==> config.mk <==
export PLATFORM = sky130hd
export DESIGN_NAME = apb_capture_bank
export DESIGN_NICKNAME = d
export VERILOG_FILES = /design/src/rtl/apb_capture_pkg.sv /design/src/rtl/capture_fifo.sv /design/src/rtl/apb_capture_bank.sv
export SDC_FILE = /design/constraint.sdc
export NUM_CORES = 1
export LEC_CHECK = 0
export BUFFER_PORTS_ARGS = -buffer_cell sky130_fd_sc_hd__buf_2
export CAP_MARGIN = 20
export CORE_AREA = 5 5 132 134
export CTS_BUF_LIST = sky130_fd_sc_hd__clkbuf_16
export DETAILED_ROUTE_END_ITERATION = 6
export DIE_AREA = 0 0 137 139
export GPL_TIMING_DRIVEN = 0
export HOLD_SLACK_MARGIN = 0.03
export PLACE_DENSITY = 0.59
export SYNTH_ARGS = -nofsm -noshare
export SYNTH_HDL_FRONTEND = slang
export SYNTH_SLANG_ARGS = --single-unit
==> constraint.sdc <==
create_clock -name PCLK -period 6.5 [get_ports PCLK]
set_input_delay 1.3 -clock PCLK [delete_from_list [all_inputs] [get_ports PCLK]]
set_output_delay 1.3 -clock PCLK [all_outputs]
set_load 0.01 [all_outputs]
==> src/rtl/apb_capture_pkg.sv <==
// Shared definitions for the APB capture bank: register map, control/status
// bit positions, trigger mode encoding and the CTRL register layout.
package apb_capture_pkg;

   // Register addresses (8-bit map, truncated to the APB address width at use)
   localparam logic [7:0] ADDR_CTRL   = 8'h00;
   localparam logic [7:0] ADDR_STATUS = 8'h01;
   localparam logic [7:0] ADDR_COUNT  = 8'h02;
   localparam logic [7:0] ADDR_MATCH  = 8'h03;
   localparam logic [7:0] ADDR_MASK   = 8'h04;
   localparam logic [7:0] ADDR_POP    = 8'h05;
   localparam logic [7:0] ADDR_LIVE   = 8'h08;

   // CTRL bit positions
   localparam int unsigned CTRL_EN        = 0;
   localparam int unsigned CTRL_MODE      = 1;
   localparam int unsigned CTRL_ONESHOT   = 2;
   localparam int unsigned CTRL_IRQEN     = 3;
   localparam int unsigned CTRL_CHSEL_LSB = 4;
   localparam int unsigned CTRL_CHSEL_W   = 3;
   localparam int unsigned CTRL_FLUSH     = 7;

   // STATUS bit positions
   localparam int unsigned STAT_EMPTY = 0;
   localparam int unsigned STAT_FULL  = 1;
   localparam int unsigned STAT_OVF   = 2;

   localparam logic [7:0] MASK_RESET = 8'hFF;

   typedef enum logic {
      MODE_CHANGE = 1'b0,
      MODE_MATCH  = 1'b1
   } mode_e;

   // Stored CTRL bits [6:0]; FLUSH is an action strobe and is never stored.
   typedef struct packed {
      logic [CTRL_CHSEL_W-1:0] chsel;
      logic                    irqen;
      logic                    oneshot;
      mode_e                   mode;
      logic                    en;
   } ctrl_t;

endpackage

==> src/rtl/capture_fifo.sv <==
// Synchronous sample FIFO with wrap-around pointers.
// Ports: clk, rst_n (async active-low), flush (empties, beats push),
//        push/din, pop/dout (head, valid when !empty), full, empty, level.
module capture_fifo #(
   parameter int unsigned W     = 8,
   parameter int unsigned DEPTH = 8
) (
   input  logic                       clk,
   input  logic                       rst_n,
   input  logic                       flush,
   input  logic                       push,
   input  logic                       pop,
   input  logic [W-1:0]               din,
   output logic [W-1:0]               dout,
   output logic                       full,
   output logic                       empty,
   output logic [$clog2(DEPTH):0]     level
);

   localparam int unsigned PW = $clog2(DEPTH);

   logic [W-1:0] mem [DEPTH];
   logic [PW:0]  wr_ptr;
   logic [PW:0]  rd_ptr;
   logic         push_ok;
   logic         pop_ok;

   // Status decoded from the extra pointer MSB
   assign empty = (wr_ptr == rd_ptr);
   assign full  = (wr_ptr[PW] != rd_ptr[PW]) && (wr_ptr[PW-1:0] == rd_ptr[PW-1:0]);
   assign level = wr_ptr - rd_ptr;
   assign dout  = mem[rd_ptr[PW-1:0]];

   // A pop frees the slot this same edge, so push while full succeeds with it
   assign pop_ok  = pop & ~empty & ~flush;
   assign push_ok = push & ~flush & (~full | pop_ok);

   // Pointer update
   always_ff @(posedge clk or negedge rst_n) begin
      if (!rst_n) begin
         wr_ptr <= '0;
         rd_ptr <= '0;
      end else if (flush) begin
         wr_ptr <= '0;
         rd_ptr <= '0;
      end else begin
         if (push_ok) wr_ptr <= wr_ptr + (PW+1)'(1);
         if (pop_ok)  rd_ptr <= rd_ptr + (PW+1)'(1);
      end
   end

   // Storage, no reset needed: contents are only visible through valid pointers
   always_ff @(posedge clk) begin
      if (push_ok) mem[wr_ptr[PW-1:0]] <= din;
   end

endmodule

==> src/rtl/apb_capture_bank.sv <==
// Multi-channel input capture bank on an 8-bit APB slave.
// Synchronises CH channels of W bits, detects change/match events on the
// selected channel and queues samples in a DEPTH-entry FIFO.
// Ports: PCLK, PRESETn (async active-low), APB slave (PSEL, PENABLE, PWRITE,
//        PADDR, PWDATA, PRDATA, PREADY, PSLVERR), INREG raw inputs, IRQ.
module apb_capture_bank
   import apb_capture_pkg::*;
#(
   parameter int unsigned W     = 8,
   parameter int unsigned CH    = 2,
   parameter int unsigned DEPTH = 8,
   parameter int unsigned AW    = 5
) (
   input  logic            PCLK,
   input  logic            PRESETn,
   input  logic            PSEL,
   input  logic            PENABLE,
   input  logic            PWRITE,
   input  logic [AW-1:0]   PADDR,
   input  logic [7:0]      PWDATA,
   output logic [7:0]      PRDATA,
   output logic            PREADY,
   output logic            PSLVERR,
   input  logic [CH*W-1:0] INREG,
   output logic            IRQ
);

   localparam int unsigned LW = $clog2(DEPTH) + 1;

   logic [CH*W-1:0] s0;
   logic [CH*W-1:0] s1;
   logic [W-1:0]    prev;
   logic [W-1:0]    sel_val;
   logic [W-1:0]    live_val;
   logic [W-1:0]    mask_w;
   logic [W-1:0]    match_w;
   ctrl_t           ctrl;
   logic [7:0]      match_r;
   logic [7:0]      mask_r;
   logic            ovf;
   logic            suppress;

   logic            access;
   logic [AW-1:0]   live_off;
   logic            live_hit;
   logic [7:0]      rdata;
   logic            err;
   logic            ctrl_we;
   logic            status_we;
   logic            match_we;
   logic            mask_we;
   logic            pop;
   logic            flush;

   logic            hit_now;
   logic            hit_prev;
   logic            trig;
   logic            push;
   logic            push_ok;

   logic [W-1:0]    head;
   logic            full;
   logic            empty;
   logic [LW-1:0]   level;

   assign access   = PSEL & PENABLE;
   assign live_off = PADDR - AW'(ADDR_LIVE);
   assign live_hit = (PADDR >= AW'(ADDR_LIVE)) && (32'(live_off) < CH);
   assign mask_w   = mask_r[W-1:0];
   assign match_w  = match_r[W-1:0];

   // Channel muxes for the trigger path and for LIVE reads
   always_comb begin
      sel_val  = '0;
      live_val = '0;
      for (int unsigned c = 0; c < CH; c++) begin
         if (32'(ctrl.chsel) == c) sel_val  = s1[c*W +: W];
         if (32'(live_off) == c)   live_val = s1[c*W +: W];
      end
   end

   // APB decode: read mux, write strobes and error response
   always_comb begin
      rdata     = '0;
      err       = 1'b0;
      ctrl_we   = 1'b0;
      status_we = 1'b0;
      match_we  = 1'b0;
      mask_we   = 1'b0;
      pop       = 1'b0;
      if (access) begin
         if (PADDR == AW'(ADDR_CTRL)) begin
            if (!PWRITE) rdata = {1'b0, ctrl};
            else if (32'(PWDATA[CTRL_CHSEL_LSB +: CTRL_CHSEL_W]) >= CH) err = 1'b1;
            else ctrl_we = 1'b1;
         end else if (PADDR == AW'(ADDR_STATUS)) begin
            if (PWRITE) status_we = 1'b1;
            else        rdata = 8'({ovf, full, empty});
         end else if (PADDR == AW'(ADDR_COUNT)) begin
            if (PWRITE) err = 1'b1;
            else        rdata = 8'(level);
         end else if (PADDR == AW'(ADDR_MATCH)) begin
            if (PWRITE) match_we = 1'b1;
            else        rdata = match_r;
         end else if (PADDR == AW'(ADDR_MASK)) begin
            if (PWRITE) mask_we = 1'b1;
            else        rdata = mask_r;
         end else if (PADDR == AW'(ADDR_POP)) begin
            if (PWRITE || empty) err = 1'b1;
            else begin
               rdata = 8'(head);
               pop   = 1'b1;
            end
         end else if (live_hit && !PWRITE) begin
            rdata = 8'(live_val);
         end else begin
            err = 1'b1;
         end
      end
   end

   assign PRDATA  = rdata;
   assign PSLVERR = err;
   assign PREADY  = 1'b1;
   assign flush   = ctrl_we & PWDATA[CTRL_FLUSH];

   // Trigger: masked change, or rising edge of masked match
   always_comb begin
      hit_now  = ((sel_val & mask_w) == (match_w & mask_w));
      hit_prev = ((prev & mask_w) == (match_w & mask_w));
      if (ctrl.mode == MODE_MATCH) trig = hit_now & ~hit_prev;
      else                         trig = |((sel_val ^ prev) & mask_w);
   end

   // suppress covers the cycle where prev still holds the old channel
   assign push    = trig & ctrl.en & ~suppress;
   assign push_ok = push & ~flush & (~full | pop);

   capture_fifo #(
      .W     (W),
      .DEPTH (DEPTH)
   ) u_fifo (
      .clk   (PCLK),
      .rst_n (PRESETn),
      .flush (flush),
      .push  (push),
      .pop   (pop),
      .din   (sel_val),
      .dout  (head),
      .full  (full),
      .empty (empty),
      .level (level)
   );

   // Synchronisers, trigger history and register file
   always_ff @(posedge PCLK or negedge PRESETn) begin
      if (!PRESETn) begin
         s0       <= '0;
         s1       <= '0;
         prev     <= '0;
         suppress <= 1'b0;
         ctrl     <= '0;
         match_r  <= '0;
         mask_r   <= MASK_RESET;
         ovf      <= 1'b0;
         IRQ      <= 1'b0;
      end else begin
         s0       <= INREG;
         s1       <= s0;
         prev     <= sel_val;
         suppress <= ctrl_we;
         IRQ      <= ctrl.irqen & ~empty;

         // A CTRL write overrides a one-shot disarm on the same edge
         if (ctrl_we)                     ctrl    <= ctrl_t'(PWDATA[6:0]);
         else if (push_ok & ctrl.oneshot) ctrl.en <= 1'b0;

         if (match_we) match_r <= PWDATA;
         if (mask_we)  mask_r  <= PWDATA;

         // Overflow set wins over a same-edge W1C; flush always clears
         if (push & ~flush & full & ~pop)                    ovf <= 1'b1;
         else if (flush | (status_we & PWDATA[STAT_OVF]))    ovf <= 1'b0;
      end
   end

endmodule
==> impl_metrics.prom, run 1 <==
# TYPE chip_impl_metric gauge
chip_impl_info{name="outcome",value="finished, final reports clean"} 1
chip_impl_metric{name="core",unit="um^2"} 16200
chip_impl_metric{name="area.growth.synth_to_final",unit="%"} 17.2
chip_impl_metric{name="power.net_switching",unit="mW"} 0.494
chip_impl_info{name="grt_setup_unrepaired",value="no"} 1
chip_impl_metric{name="cell_internal_pwr",unit="mW"} 1.59
chip_impl_metric{name="hold_buffers",unit=""} 0
chip_impl_info{name="timing.critical_path.from_type",value="flop"} 1
chip_impl_info{name="tritoncts_clock_tree",value="done"} 1
chip_impl_metric{name="synth-warning-count",unit=""} 0
chip_impl_info{name="crit-reg2reg-launch",value="u_fifo.rd_ptr[1]$_DFFE_PN0P_"} 1
chip_impl_info{name="endpoint_kind_of_the_worst_setup_timing_path",value="primary output"} 1
chip_impl_metric{name="max-slew-margin-rel",unit=""} 0.260
chip_impl_metric{name="synth.distinct_cells",unit=""} 69
chip_impl_metric{name="sequential_power_share",unit=""} 0.470
chip_impl_metric{name="ctsLongestPathBuffers",unit=""} 2
chip_impl_metric{name="ir_worst_vdd",unit="mV"} 0.208
chip_impl_info{name="synthDominantAreaCellType",value="sky130_fd_sc_hd__edfxtp_1"} 1
chip_impl_metric{name="clock_power_share",unit=""} 0.431
chip_impl_metric{name="switching_share",unit=""} 0.238
chip_impl_metric{name="worstSkewPairLatency",unit="ns"} 0.42
chip_impl_metric{name="grt_pass1_vias",unit=""} 4245
chip_impl_metric{name="globalRoute.totalOverflow",unit=""} 0
chip_impl_metric{name="post_synth_xor_area_fraction",unit=""} 0.0343
chip_impl_metric{name="path_clk_slew",unit="ns"} 0.06
chip_impl_metric{name="crit_arrival",unit="ns"} 4.19
chip_impl_metric{name="slew_violations",unit=""} 0
chip_impl_metric{name="detail-route-antenna-nets",unit=""} 0
chip_impl_info{name="cts_root_buf",value="sky130_fd_sc_hd__clkbuf_16"} 1
chip_impl_metric{name="finalHoldViolCount",unit=""} 0
chip_impl_info{name="startpoint",value="u_fifo.rd_ptr[1]$_DFFE_PN0P_"} 1
chip_impl_metric{name="design.die.area",unit="um^2"} 19000
chip_impl_metric{name="antenna_cells_inserted",unit=""} 0
chip_impl_metric{name="actual_slew_at_the_worst_max_slew_pin",unit="ns"} 1.11
chip_impl_metric{name="dr_total_vias",unit=""} 4161
chip_impl_metric{name="place.gp.congestion",unit=""} 0.863
chip_impl_info{name="top_area_cells_in_the_synthesized_netlist",value="sky130_fd_sc_hd__edfxtp_1 30%, sky130_fd_sc_hd__dfrtp_1 26%, sky130_fd_sc_hd__mux4_2 5.7%"} 1
chip_impl_metric{name="avgSynthCellArea",unit="um^2"} 13.6
chip_impl_metric{name="final_critical_path_setup_slack",unit="ns"} 1.01
chip_impl_metric{name="mappedNetlistNets",unit=""} 510
chip_impl_metric{name="maximum_clock_frequency",unit="GHz"} 0.182
chip_impl_info{name="timing.critical_path.slowest_stage_cell",value="sky130_fd_sc_hd__clkbuf_1"} 1
chip_impl_metric{name="cts_post_setup_buffers_inserted",unit=""} 0
chip_impl_metric{name="cts-resized-gates",unit=""} 0
chip_impl_metric{name="layout_worst_path_cycle_share",unit=""} 0.845
chip_impl_metric{name="synth_fa_ha_area_frac",unit=""} 0.0189
chip_impl_metric{name="synth_enable_flop_cells",unit=""} 64
chip_impl_metric{name="die_x",unit="um"} 137
chip_impl_metric{name="timing.critical_path.slowest_cell_delay",unit="ns"} 0.54
chip_impl_info{name="path_class",value="reg -> out"} 1
chip_impl_metric{name="total_power",unit="mW"} 2.08
chip_impl_metric{name="synth.mux.area_fraction",unit=""} 0.126
chip_impl_metric{name="post_synth_instance_area",unit="um^2"} 6340
chip_impl_metric{name="yosys.area.top_type_share",unit=""} 0.303
chip_impl_metric{name="drive_above_1_share",unit=""} 0.251
chip_impl_metric{name="antenna_found_initial",unit=""} 0
chip_impl_metric{name="clock_skew",unit="ns"} 0.0100
chip_impl_metric{name="wl_per_cell",unit="um"} 20.2
chip_impl_metric{name="dpl.hpwl",unit="um"} 11200
chip_impl_metric{name="total_clock_sinks",unit=""} 138
chip_impl_info{name="origin_of_the_worst_min_delay_path",value="s0[3]$_DFF_PN0_"} 1
chip_impl_metric{name="grt_start_max_net_pins",unit=""} 60
chip_impl_metric{name="worst-r2r-setup-slack",unit="ns"} 1.66
chip_impl_metric{name="io_buffers",unit=""} 43
chip_impl_info{name="synth_top_family_by_area",value="multiplexers"} 1
chip_impl_metric{name="drt_first_iter_violations",unit=""} 398
chip_impl_metric{name="nets",unit=""} 576
chip_impl_metric{name="drc",unit=""} 0
chip_impl_metric{name="ys_async_sr_fraction",unit=""} 0.536
chip_impl_metric{name="drt-vias-per-instance",unit=""} 5.43
chip_impl_metric{name="synth_compound_area_frac",unit=""} 0.0978
chip_impl_metric{name="final-setup-viol-count",unit=""} 0
chip_impl_metric{name="final.min_clock_period",unit="ns"} 5.49
chip_impl_metric{name="cts_made_buffers",unit=""} 17
chip_impl_info{name="crit_chain",value="clkbuf_1 -> clkbuf_1 -> inv_1 -> ha_1 -> nand3_1 -> o2111ai_1 -> o21ai_0 -> o2111ai_1 -> a221oi_1 -> buf_2"} 1
chip_impl_metric{name="share_comb_of_total_power",unit=""} 0.099
chip_impl_metric{name="chipHeight",unit="um"} 139
chip_impl_metric{name="critical_path.max_fanout",unit=""} 10
chip_impl_metric{name="synth_cells",unit=""} 467
chip_impl_metric{name="global_route.usage.total",unit=""} 0.170
chip_impl_metric{name="ios",unit=""} 45
chip_impl_metric{name="grt_first_pass_wirelength",unit="um"} 24200
chip_impl_info{name="hold_path.class",value="reg -> reg"} 1
chip_impl_metric{name="power_leakage",unit="nW"} 2.96
chip_impl_metric{name="crit_required",unit="ns"} 5.20
chip_impl_metric{name="tns",unit="ns"} 0
chip_impl_metric{name="hold_ws",unit="ns"} 0.345
chip_impl_metric{name="synth_seq_area_share",unit=""} 0.596
chip_impl_metric{name="power_per_cell_area",unit="nW/um^2"} 280
chip_impl_metric{name="drt_wl_total",unit="um"} 15500
chip_impl_info{name="yosys_most_used_dff",value="sky130_fd_sc_hd__dfrtp_1"} 1
chip_impl_metric{name="firstDrtPassIters",unit=""} 6
chip_impl_metric{name="synth_simple_gate_area_frac",unit=""} 0.105
chip_impl_metric{name="num_rows",unit=""} 47
chip_impl_metric{name="postSynthRegisterBits",unit=""} 138
chip_impl_metric{name="h-tree-depth",unit=""} 4
chip_impl_metric{name="place_worst_setup_slack",unit="ns"} 1.25
chip_impl_metric{name="max_cap_viol_count",unit=""} 0
chip_impl_metric{name="initial_utilization",unit=""} 0.392
[critical path: cells and delay by family, from the launching register on]
| kind | cells | cell delay (ns) |
|---|---|---|
| AOI/OAI and AO/OA | 4 | 1.39 |
| adders and majority gates | 1 | 0.33 |
| buffers and inverters | 4 | 1.41 |
| DFF | 1 | 0.43 |
| and+or+nand+nor | 1 | 0.19 |
[state kept, by name (all words and copies together) (netlist names)]
register,flops
IRQ,1
ctrl,7
mask_r,8
match_r,8
ovf,1
prev,8
s0,16
s1,16
suppress,1
u_fifo.mem,64
u_fifo.rd_ptr,4
u_fifo.wr_ptr,4
[path summary, 6_finish.rpt]
check | endpoint | depth (start not counted)
max | PRDATA[0] | 10
min | s1[3]$_DFF_PN0_ | 0
max reg2reg | u_fifo.mem[1][3]$_DFFE_PP_ | 12
min reg2reg | s1[3]$_DFF_PN0_ | 0
max in group asynchronous | mask_r[4]$_DFFE_PN1P_ | 2
min in group asynchronous | ovf$_DFFE_PN0P_ | 1
[cell usage after synthesis (9+ instances only)]
master / count
sky130_fd_sc_hd__dfrtp_1: 66
sky130_fd_sc_hd__edfxtp_1: 64
sky130_fd_sc_hd__nand2_1: 46
sky130_fd_sc_hd__mux2i_1: 25
sky130_fd_sc_hd__nor2_1: 24
sky130_fd_sc_hd__xor2_1: 20
sky130_fd_sc_hd__mux2_2: 17
sky130_fd_sc_hd__mux4_2: 16
sky130_fd_sc_hd__a21oi_1: 15
sky130_fd_sc_hd__nand3_1: 15
sky130_fd_sc_hd__o21ai_0: 13
sky130_fd_sc_hd__a22o_1: 10
sky130_fd_sc_hd__nand2b_1: 9
[per-layer routing]
metal	part of all wire	GRT usage	up-vias	wire (um)
li1	-	-	1889	-
met1	0.44	0.234	2109	6850
met4	0.017	0.0515	0	263
met3	0.053	0.0479	24	825
met2	0.49	0.262	139	7520
met5	0	0	-	0
[per-stage QoR]
step	instances	util	cell area, um^2
after floorplan	467	-	6340
after global placement	730	0.423	6830
after detailed placement	734	0.426	6890
after CTS	766	0.460	7430
after global routing	766	0.460	7430
final	766	0.460	7430
[logic make-up after synthesis]
group	Yosys count
buffers and inverters	27
other	1
flip-flops	138
AND/OR/NAND/NOR	130
multiplexers	58
XOR/XNOR	24
AO/OA/AOI/OAI	80
adder cells (fa/ha/maj)	9
[power groups by stage]
stage	logic, mW	clock network [mW]	registers [mW]
global route	0.227	0.952	0.981
floorplan	0.138	0	0.984
detailed placement	0.206	0	0.993
CTS	0.208	0.912	0.977
finish	0.206	0.897	0.978
global placement	0.199	0	0.992
[area by class of cell]
cell class	count	area (um^2)
clock buffers	17	425
fillers	1457	8740
clock inverters	15	123
inverters	10	40.0
plain buffers	17	88.8
flip-flops and latches	138	3780
well taps	220	275
multi-input cells	302	2440
repair buffers	47	263
[layout by cell type (no fill, tap or decap), drive strengths merged, types with 17 or more instances in the layout]
| cell | instances |
|---|---|
| mux2 | 17 |
| xor2 | 21 |
| mux2i | 25 |
| edfxtp | 64 |
| dfrtp | 66 |
| nor2 | 25 |
| buf | 58 |
| inv | 19 |
| nand2 | 47 |
| clkbuf | 23 |
(Power assumes the default switching activity.)
==> run 2: changes to the inputs <==
Clock period 6.5 ns to 5.5 ns, I/O delays scaled along.
==> run 2 against run 1 <==
Via count barely moved. Global-route usage did not move. Setup slack got worse by 0.54 ns. Critical path depth did not move. Register-to-register slack got worse by 0.76 ns. Clock skew barely moved. Clock-buffer cell count did not move. Die area did not move. Flip-flop and latch count did not move. Largest cell class unchanged. Final cell count did not move. Design area barely moved.
==> impl_metrics.prom, run 2 (synthesis gave the netlist of run 1 again) <==
# TYPE chip_impl_metric gauge
chip_impl_info{name="outcome",value="finished, final reports clean"} 1
chip_impl_metric{name="initial_utilization",unit=""} 0.392
chip_impl_metric{name="crit_required",unit="ns"} 4.40
chip_impl_metric{name="grt_pass1_vias",unit=""} 4245
chip_impl_metric{name="total_clock_sinks",unit=""} 138
chip_impl_metric{name="detail-route-antenna-nets",unit=""} 0
chip_impl_metric{name="grt_first_pass_wirelength",unit="um"} 24200
chip_impl_metric{name="place.gp.congestion",unit=""} 0.863
chip_impl_metric{name="worstSkewPairLatency",unit="ns"} 0.42
chip_impl_metric{name="antenna_found_initial",unit=""} 0
chip_impl_metric{name="io_buffers",unit=""} 43
chip_impl_metric{name="grt_start_max_net_pins",unit=""} 60
chip_impl_metric{name="globalRoute.totalOverflow",unit=""} 0
chip_impl_metric{name="dpl.hpwl",unit="um"} 11200
chip_impl_metric{name="drt_first_iter_violations",unit=""} 400
chip_impl_metric{name="max_cap_viol_count",unit=""} 0
chip_impl_metric{name="max-slew-margin-rel",unit=""} 0.250
chip_impl_metric{name="nets",unit=""} 576
chip_impl_metric{name="ir_worst_vdd",unit="mV"} 0.246
chip_impl_metric{name="rr_worst_depth",unit=""} 12
chip_impl_metric{name="crit_arrival",unit="ns"} 3.93
chip_impl_metric{name="tns",unit="ns"} 0
chip_impl_metric{name="die_x",unit="um"} 137
chip_impl_metric{name="wl_per_cell",unit="um"} 20.2
chip_impl_metric{name="area.growth.synth_to_final",unit="%"} 17.2
chip_impl_info{name="hold_path.class",value="reg -> reg"} 1
chip_impl_metric{name="ios",unit=""} 45
chip_impl_metric{name="drt-vias-per-instance",unit=""} 5.43
chip_impl_metric{name="actual_slew_at_the_worst_max_slew_pin",unit="ns"} 1.12
chip_impl_info{name="cts_root_buf",value="sky130_fd_sc_hd__clkbuf_16"} 1
chip_impl_metric{name="antenna_cells_inserted",unit=""} 0
chip_impl_metric{name="power_per_cell_area",unit="nW/um^2"} 331
chip_impl_info{name="mostFrequentLayoutCells",value="66 x sky130_fd_sc_hd__dfrtp_1, 64 x sky130_fd_sc_hd__edfxtp_1, 49 x sky130_fd_sc_hd__buf_2"} 1
chip_impl_metric{name="firstDrtPassIters",unit=""} 5
chip_impl_metric{name="slew_violations",unit=""} 0
chip_impl_metric{name="fillCellCount",unit=""} 1456
chip_impl_metric{name="design.die.area",unit="um^2"} 19000
chip_impl_metric{name="final.min_clock_period",unit="ns"} 5.03
chip_impl_info{name="layout.cells.most_common",value="sky130_fd_sc_hd__dfrtp_1"} 1
chip_impl_metric{name="ctsLongestPathBuffers",unit=""} 2
chip_impl_metric{name="num_rows",unit=""} 47
chip_impl_info{name="tritoncts_clock_tree",value="done"} 1
chip_impl_metric{name="drc",unit=""} 0
chip_impl_metric{name="layout_worst_path_cycle_share",unit=""} 0.914
chip_impl_metric{name="final-setup-viol-count",unit=""} 0
chip_impl_metric{name="critical_path.max_fanout",unit=""} 10
chip_impl_metric{name="power_leakage",unit="nW"} 2.97
chip_impl_metric{name="ff_latch_area",unit="um^2"} 3780
chip_impl_info{name="path_class",value="reg -> out"} 1
chip_impl_metric{name="dr_total_vias",unit=""} 4162
chip_impl_metric{name="global_route.usage.total",unit=""} 0.170
chip_impl_info{name="grt_setup_unrepaired",value="no"} 1
chip_impl_metric{name="largest_reg_flops",unit=""} 64
chip_impl_metric{name="cts_made_buffers",unit=""} 17
chip_impl_metric{name="finalHoldViolCount",unit=""} 0
chip_impl_metric{name="h-tree-depth",unit=""} 4
chip_impl_metric{name="drt_wl_total",unit="um"} 15400
chip_impl_metric{name="hold_depth",unit=""} 0
chip_impl_metric{name="chipHeight",unit="um"} 139
chip_impl_metric{name="path_clk_slew",unit="ns"} 0.06
chip_impl_metric{name="core",unit="um^2"} 16200
chip_impl_metric{name="final_critical_path_setup_slack",unit="ns"} 0.472
chip_impl_info{name="endpoint_kind_of_the_worst_setup_timing_path",value="primary output"} 1
chip_impl_metric{name="hold_ws",unit="ns"} 0.345
chip_impl_metric{name="maximum_clock_frequency",unit="GHz"} 0.199
chip_impl_metric{name="multi_input_area",unit="um^2"} 2440
chip_impl_metric{name="place_worst_setup_slack",unit="ns"} 0.623
chip_impl_info{name="timing.critical_path.from_type",value="flop"} 1
chip_impl_metric{name="clock_skew",unit="ns"} 0.0103
chip_impl_metric{name="drive_above_1_share",unit=""} 0.253
## run 2: cell types whose count changed in the layout (fill, tap and decap cells not counted), sizes merged
cell and delta:
buf +1, clkbuf -1
## run 2: through the flow
stage	util	power [mW]	cells	area, um^2
3_3_place_gp	0.423	1.41	730	6830
4_1_cts	0.460	2.48	766	7430
2_1_floorplan	-	1.33	467	6340
5_1_grt	0.460	2.55	766	7440
3_5_place_dp	0.426	1.42	734	6890
6_report	0.460	2.46	766	7440
## run 2: path summary, 6_finish.rpt
check,slack [ns],from,to
setup / recovery,0.47,u_fifo.rd_ptr[1]$_DFFE_PN0P_,PRDATA[0]
hold / removal,0.35,s0[3]$_DFF_PN0_,s1[3]$_DFF_PN0_
setup reg to reg,0.90,u_fifo.rd_ptr[1]$_DFFE_PN0P_,u_fifo.mem[2][3]$_DFFE_PP_
hold reg to reg,0.35,s0[3]$_DFF_PN0_,s1[3]$_DFF_PN0_
max in group asynchronous,4.33,PRESETn,mask_r[4]$_DFFE_PN1P_
min in group asynchronous,0.54,PRESETn,ovf$_DFFE_PN0P_
## run 2: area by class of cell
cell class	count	area share
sequential	138	0.509
multi-input combinational	302	0.328
clock buffer	17	0.0572
tap	220	0.0370
timing repair buffer	47	0.0353
clock inverter	15	0.0165
buffer	17	0.0121
inverter	10	0.00538
## run 2: critical path, stage by stage (launching register included)
cell,delay [ns]
sky130_fd_sc_hd__dfrtp_1,0.43
sky130_fd_sc_hd__clkbuf_2,0.33
sky130_fd_sc_hd__buf_1,0.51
sky130_fd_sc_hd__inv_1,0.10
sky130_fd_sc_hd__ha_1,0.33
sky130_fd_sc_hd__nand3_1,0.19
sky130_fd_sc_hd__o2111ai_1,0.41
sky130_fd_sc_hd__o21ai_0,0.30
sky130_fd_sc_hd__o2111ai_1,0.18
sky130_fd_sc_hd__a221oi_1,0.49
sky130_fd_sc_hd__buf_2,0.23
## run 2: report_power, final
| group | leakage (nW) | internal (mW) | total, mW | switching [mW] |
|---|---|---|---|---|
| registers | 1.47 | 1.12 | 1.16 | 0.0361 |
| clock network | 0.292 | 0.651 | 1.06 | 0.411 |
| logic | 1.20 | 0.104 | 0.244 | 0.139 |
| total | 2.97 | 1.87 | 2.46 | 0.586 |
## run 2: routing by layer
metal,track usage,vias up,routed length [um]
met2,0.262,139,7440
met1,0.234,2107,6860
li1,-,1886,-
met4,0.0515,0,306
met5,0,-,0
met3,0.0479,30,833
## run 2: repair_timing
item / 4_1_cts / 5_1_grt
hold buffers: 0 / 0
setup endpoints to repair: 0 / 2
hold endpoints to repair: 0 / 0
resized for setup: 0 / 3
setup buffers: 0 / 0
==> run 3: changes to the inputs <==
==> constraint.sdc (replaced) <==
create_clock -name PCLK -period 5.5 [get_ports PCLK]
set_input_delay 1.1 -clock PCLK [delete_from_list [all_inputs] [get_ports PCLK]]
set_output_delay 1.1 -clock PCLK [all_outputs]
set_load 0.1 [all_outputs]
==> run 3 against run 2 <==
Combinational power grew 6%. Largest power group unchanged. Global-route usage grew 0.39 points. Maximum frequency is 4.6% lower. Critical path type unchanged.
==> impl_metrics.prom, run 3 (synthesis gave the netlist of run 1 again) <==
# TYPE chip_impl_metric gauge
chip_impl_metric{name="final.min_clock_period",unit="ns"} 5.27
chip_impl_metric{name="path_buf_inv",unit=""} 4
chip_impl_metric{name="grt_pass1_vias",unit=""} 4251
chip_impl_info{name="crit_chain",value="clkbuf_1 -> clkbuf_1 -> inv_1 -> ha_1 -> nand3_1 -> o2111ai_2 -> o21ai_0 -> o2111ai_1 -> a221oi_2 -> buf_2"} 1
chip_impl_info{name="path_class",value="reg -> out"} 1
chip_impl_metric{name="grt.met1_usage",unit=""} 0.237
chip_impl_metric{name="nets",unit=""} 575
chip_impl_metric{name="worstSkewPairLatency",unit="ns"} 0.43
chip_impl_metric{name="path_clk_slew",unit="ns"} 0.06
chip_impl_metric{name="antenna_cells_inserted",unit=""} 0
chip_impl_metric{name="crit_arrival",unit="ns"} 4.17
chip_impl_info{name="outcome",value="finished, final reports clean"} 1
chip_impl_metric{name="hold_ws",unit="ns"} 0.346
chip_impl_info{name="grt-busiest-layer",value="met2"} 1
chip_impl_metric{name="place_worst_setup_slack",unit="ns"} 0.459
chip_impl_info{name="tritoncts_clock_tree",value="done"} 1
chip_impl_info{name="timing.critical_path.from_type",value="flop"} 1
chip_impl_metric{name="drt-vias-per-instance",unit=""} 5.44
chip_impl_metric{name="ctsLongestPathBuffers",unit=""} 2
chip_impl_metric{name="cts_post_setup_buffers_inserted",unit=""} 0
chip_impl_metric{name="wl_per_cell",unit="um"} 20.3
chip_impl_info{name="grt_setup_unrepaired",value="no"} 1
chip_impl_metric{name="design.die.area",unit="um^2"} 19000
chip_impl_metric{name="io_buffers",unit=""} 43
chip_impl_metric{name="dpl.hpwl",unit="um"} 11200
chip_impl_metric{name="grt_first_pass_wirelength",unit="um"} 24500
chip_impl_metric{name="ios",unit=""} 45
chip_impl_metric{name="placement.cell_area",unit="um^2"} 6880
chip_impl_metric{name="area.growth.synth_to_final",unit="%"} 17.3
chip_impl_metric{name="timing.critical_path.slowest_cell_delay",unit="ns"} 0.53
chip_impl_info{name="mostFrequentLayoutCells",value="66 x sky130_fd_sc_hd__dfrtp_1, 64 x sky130_fd_sc_hd__edfxtp_1, 49 x sky130_fd_sc_hd__buf_2"} 1
chip_impl_metric{name="antenna_found_initial",unit=""} 0
chip_impl_metric{name="final_critical_path_setup_slack",unit="ns"} 0.229
chip_impl_metric{name="critical_path_cell_count",unit=""} 10
chip_impl_info{name="startpoint",value="u_fifo.rd_ptr[1]$_DFFE_PN0P_"} 1
chip_impl_info{name="endpoint_kind_of_the_worst_setup_timing_path",value="primary output"} 1
chip_impl_metric{name="place.detailed.instances",unit=""} 733
chip_impl_metric{name="max-slew-margin-rel",unit=""} 0.269
chip_impl_info{name="crit-reg2reg-launch",value="u_fifo.rd_ptr[1]$_DFFE_PN0P_"} 1
chip_impl_metric{name="total_power",unit="mW"} 2.50
chip_impl_metric{name="layout_worst_path_cycle_share",unit=""} 0.958
chip_impl_metric{name="slew_violations",unit=""} 0
chip_impl_metric{name="groute.layer.met2.usage",unit=""} 0.272
chip_impl_metric{name="power_per_cell_area",unit="nW/um^2"} 336
chip_impl_metric{name="max_cap_viol_count",unit=""} 0
chip_impl_metric{name="place.gp.congestion",unit=""} 0.937
chip_impl_metric{name="drt_wl_total",unit="um"} 15500
chip_impl_metric{name="drive_above_1_share",unit=""} 0.264
chip_impl_info{name="worst_setup_path_endpoint",value="PRDATA[0]"} 1
chip_impl_metric{name="layout.cell_area.non_filler",unit="um^2"} 7440
chip_impl_metric{name="total_clock_sinks",unit=""} 138
chip_impl_metric{name="crit_required",unit="ns"} 4.40
chip_impl_info{name="hold_path.class",value="reg -> reg"} 1
chip_impl_metric{name="detail-route-antenna-nets",unit=""} 0
chip_impl_metric{name="finalHoldViolCount",unit=""} 0
chip_impl_metric{name="power_leakage",unit="nW"} 2.93
chip_impl_metric{name="tns",unit="ns"} 0
chip_impl_metric{name="critical_path.max_fanout",unit=""} 10
chip_impl_info{name="timing.critical_path.slowest_stage_cell",value="sky130_fd_sc_hd__clkbuf_1"} 1
chip_impl_metric{name="drt_first_iter_violations",unit=""} 329
chip_impl_metric{name="final_core_util",unit=""} 0.460
chip_impl_metric{name="final-setup-viol-count",unit=""} 0
chip_impl_metric{name="dr_total_vias",unit=""} 4161
chip_impl_info{name="cts_root_buf",value="sky130_fd_sc_hd__clkbuf_16"} 1
chip_impl_metric{name="num_rows",unit=""} 47
chip_impl_metric{name="drc",unit=""} 0
chip_impl_metric{name="grt.met3_usage",unit=""} 0.0399
chip_impl_metric{name="rr_worst_depth",unit=""} 12
chip_impl_metric{name="chipHeight",unit="um"} 139
chip_impl_metric{name="final-instance-count-excl-fill",unit=""} 765
chip_impl_metric{name="globalRoute.totalOverflow",unit=""} 0
chip_impl_info{name="cpLargestDelayFamily",value="buffers and inverters"} 1
chip_impl_metric{name="clock_skew",unit="ns"} 0.0172
chip_impl_metric{name="cts_made_buffers",unit=""} 17
chip_impl_metric{name="core",unit="um^2"} 16200
chip_impl_metric{name="largest_reg_flops",unit=""} 64
chip_impl_metric{name="global_route.usage.total",unit=""} 0.174
chip_impl_metric{name="ir_worst_vdd",unit="mV"} 0.245
chip_impl_metric{name="initial_utilization",unit=""} 0.392
chip_impl_metric{name="die_x",unit="um"} 137
chip_impl_metric{name="firstDrtPassIters",unit=""} 5
chip_impl_info{name="critical-path-top-cell-by-count",value="sky130_fd_sc_hd__clkbuf_1"} 1
chip_impl_metric{name="h-tree-depth",unit=""} 4
chip_impl_info{name="layout.cells.most_common",value="sky130_fd_sc_hd__dfrtp_1"} 1
chip_impl_metric{name="maximum_clock_frequency",unit="GHz"} 0.190
chip_impl_metric{name="actual_slew_at_the_worst_max_slew_pin",unit="ns"} 1.09
chip_impl_info{name="worst_r2r_endpoint",value="u_fifo.mem[1][7]$_DFFE_PP_"} 1
chip_impl_metric{name="worst-r2r-setup-slack",unit="ns"} 0.73
chip_impl_metric{name="grt_start_max_net_pins",unit=""} 75
## run 3: cell types whose count changed in the layout (fill, tap and decap cells not counted), sizes merged
cell,before,now
clkinvlp,1,2
clkinv,3,8
inv,19,13
buf,59,57
clkbuf,22,23
## run 3: power breakdown
group	internal, mW	switching [mW]	total [mW]
clock network	0.657	0.429	1.09
logic	0.103	0.154	0.258
registers	1.12	0.0357	1.15
## run 3: layout make-up
type | instances | area, um^2
tap | 220 | 275
clock inverter | 15 | 134
buffer | 17 | 88.8
clock buffer | 17 | 425
sequential | 138 | 3780
multi-input combinational | 302 | 2460
timing repair buffer | 46 | 235
fill | 1475 | 8730
inverter | 10 | 40.0
## run 3: layer usage
metal  routed length [um]  part of all wire
met5                    0                 0
met1                 6870              0.44
met4                  351             0.023
met3                  755             0.049
met2                 7530              0.49
## run 3: how the worst min path moves through the flow
stage                      from  slack [ns]  depth (start not counted)               end
2_1_floorplan   s0[0]$_DFF_PN0_        0.33                          0   s1[0]$_DFF_PN0_
3_3_place_gp   s0[15]$_DFF_PN0_        0.33                          0  s1[15]$_DFF_PN0_
3_5_place_dp    s0[2]$_DFF_PN0_        0.33                          0   s1[2]$_DFF_PN0_
4_1_cts         s0[8]$_DFF_PN0_        0.35                          0   s1[8]$_DFF_PN0_
5_1_grt         s0[5]$_DFF_PN0_        0.35                          0   s1[5]$_DFF_PN0_
6_report        s0[8]$_DFF_PN0_        0.35                          0   s1[8]$_DFF_PN0_
## run 3: what timing repair did
item / CTS / global route
endpoints found under the setup margin: 0 / 4
hold endpoints to repair: 0 / 0
gates resized for setup: 0 / 1
hold buffers: 0 / 0
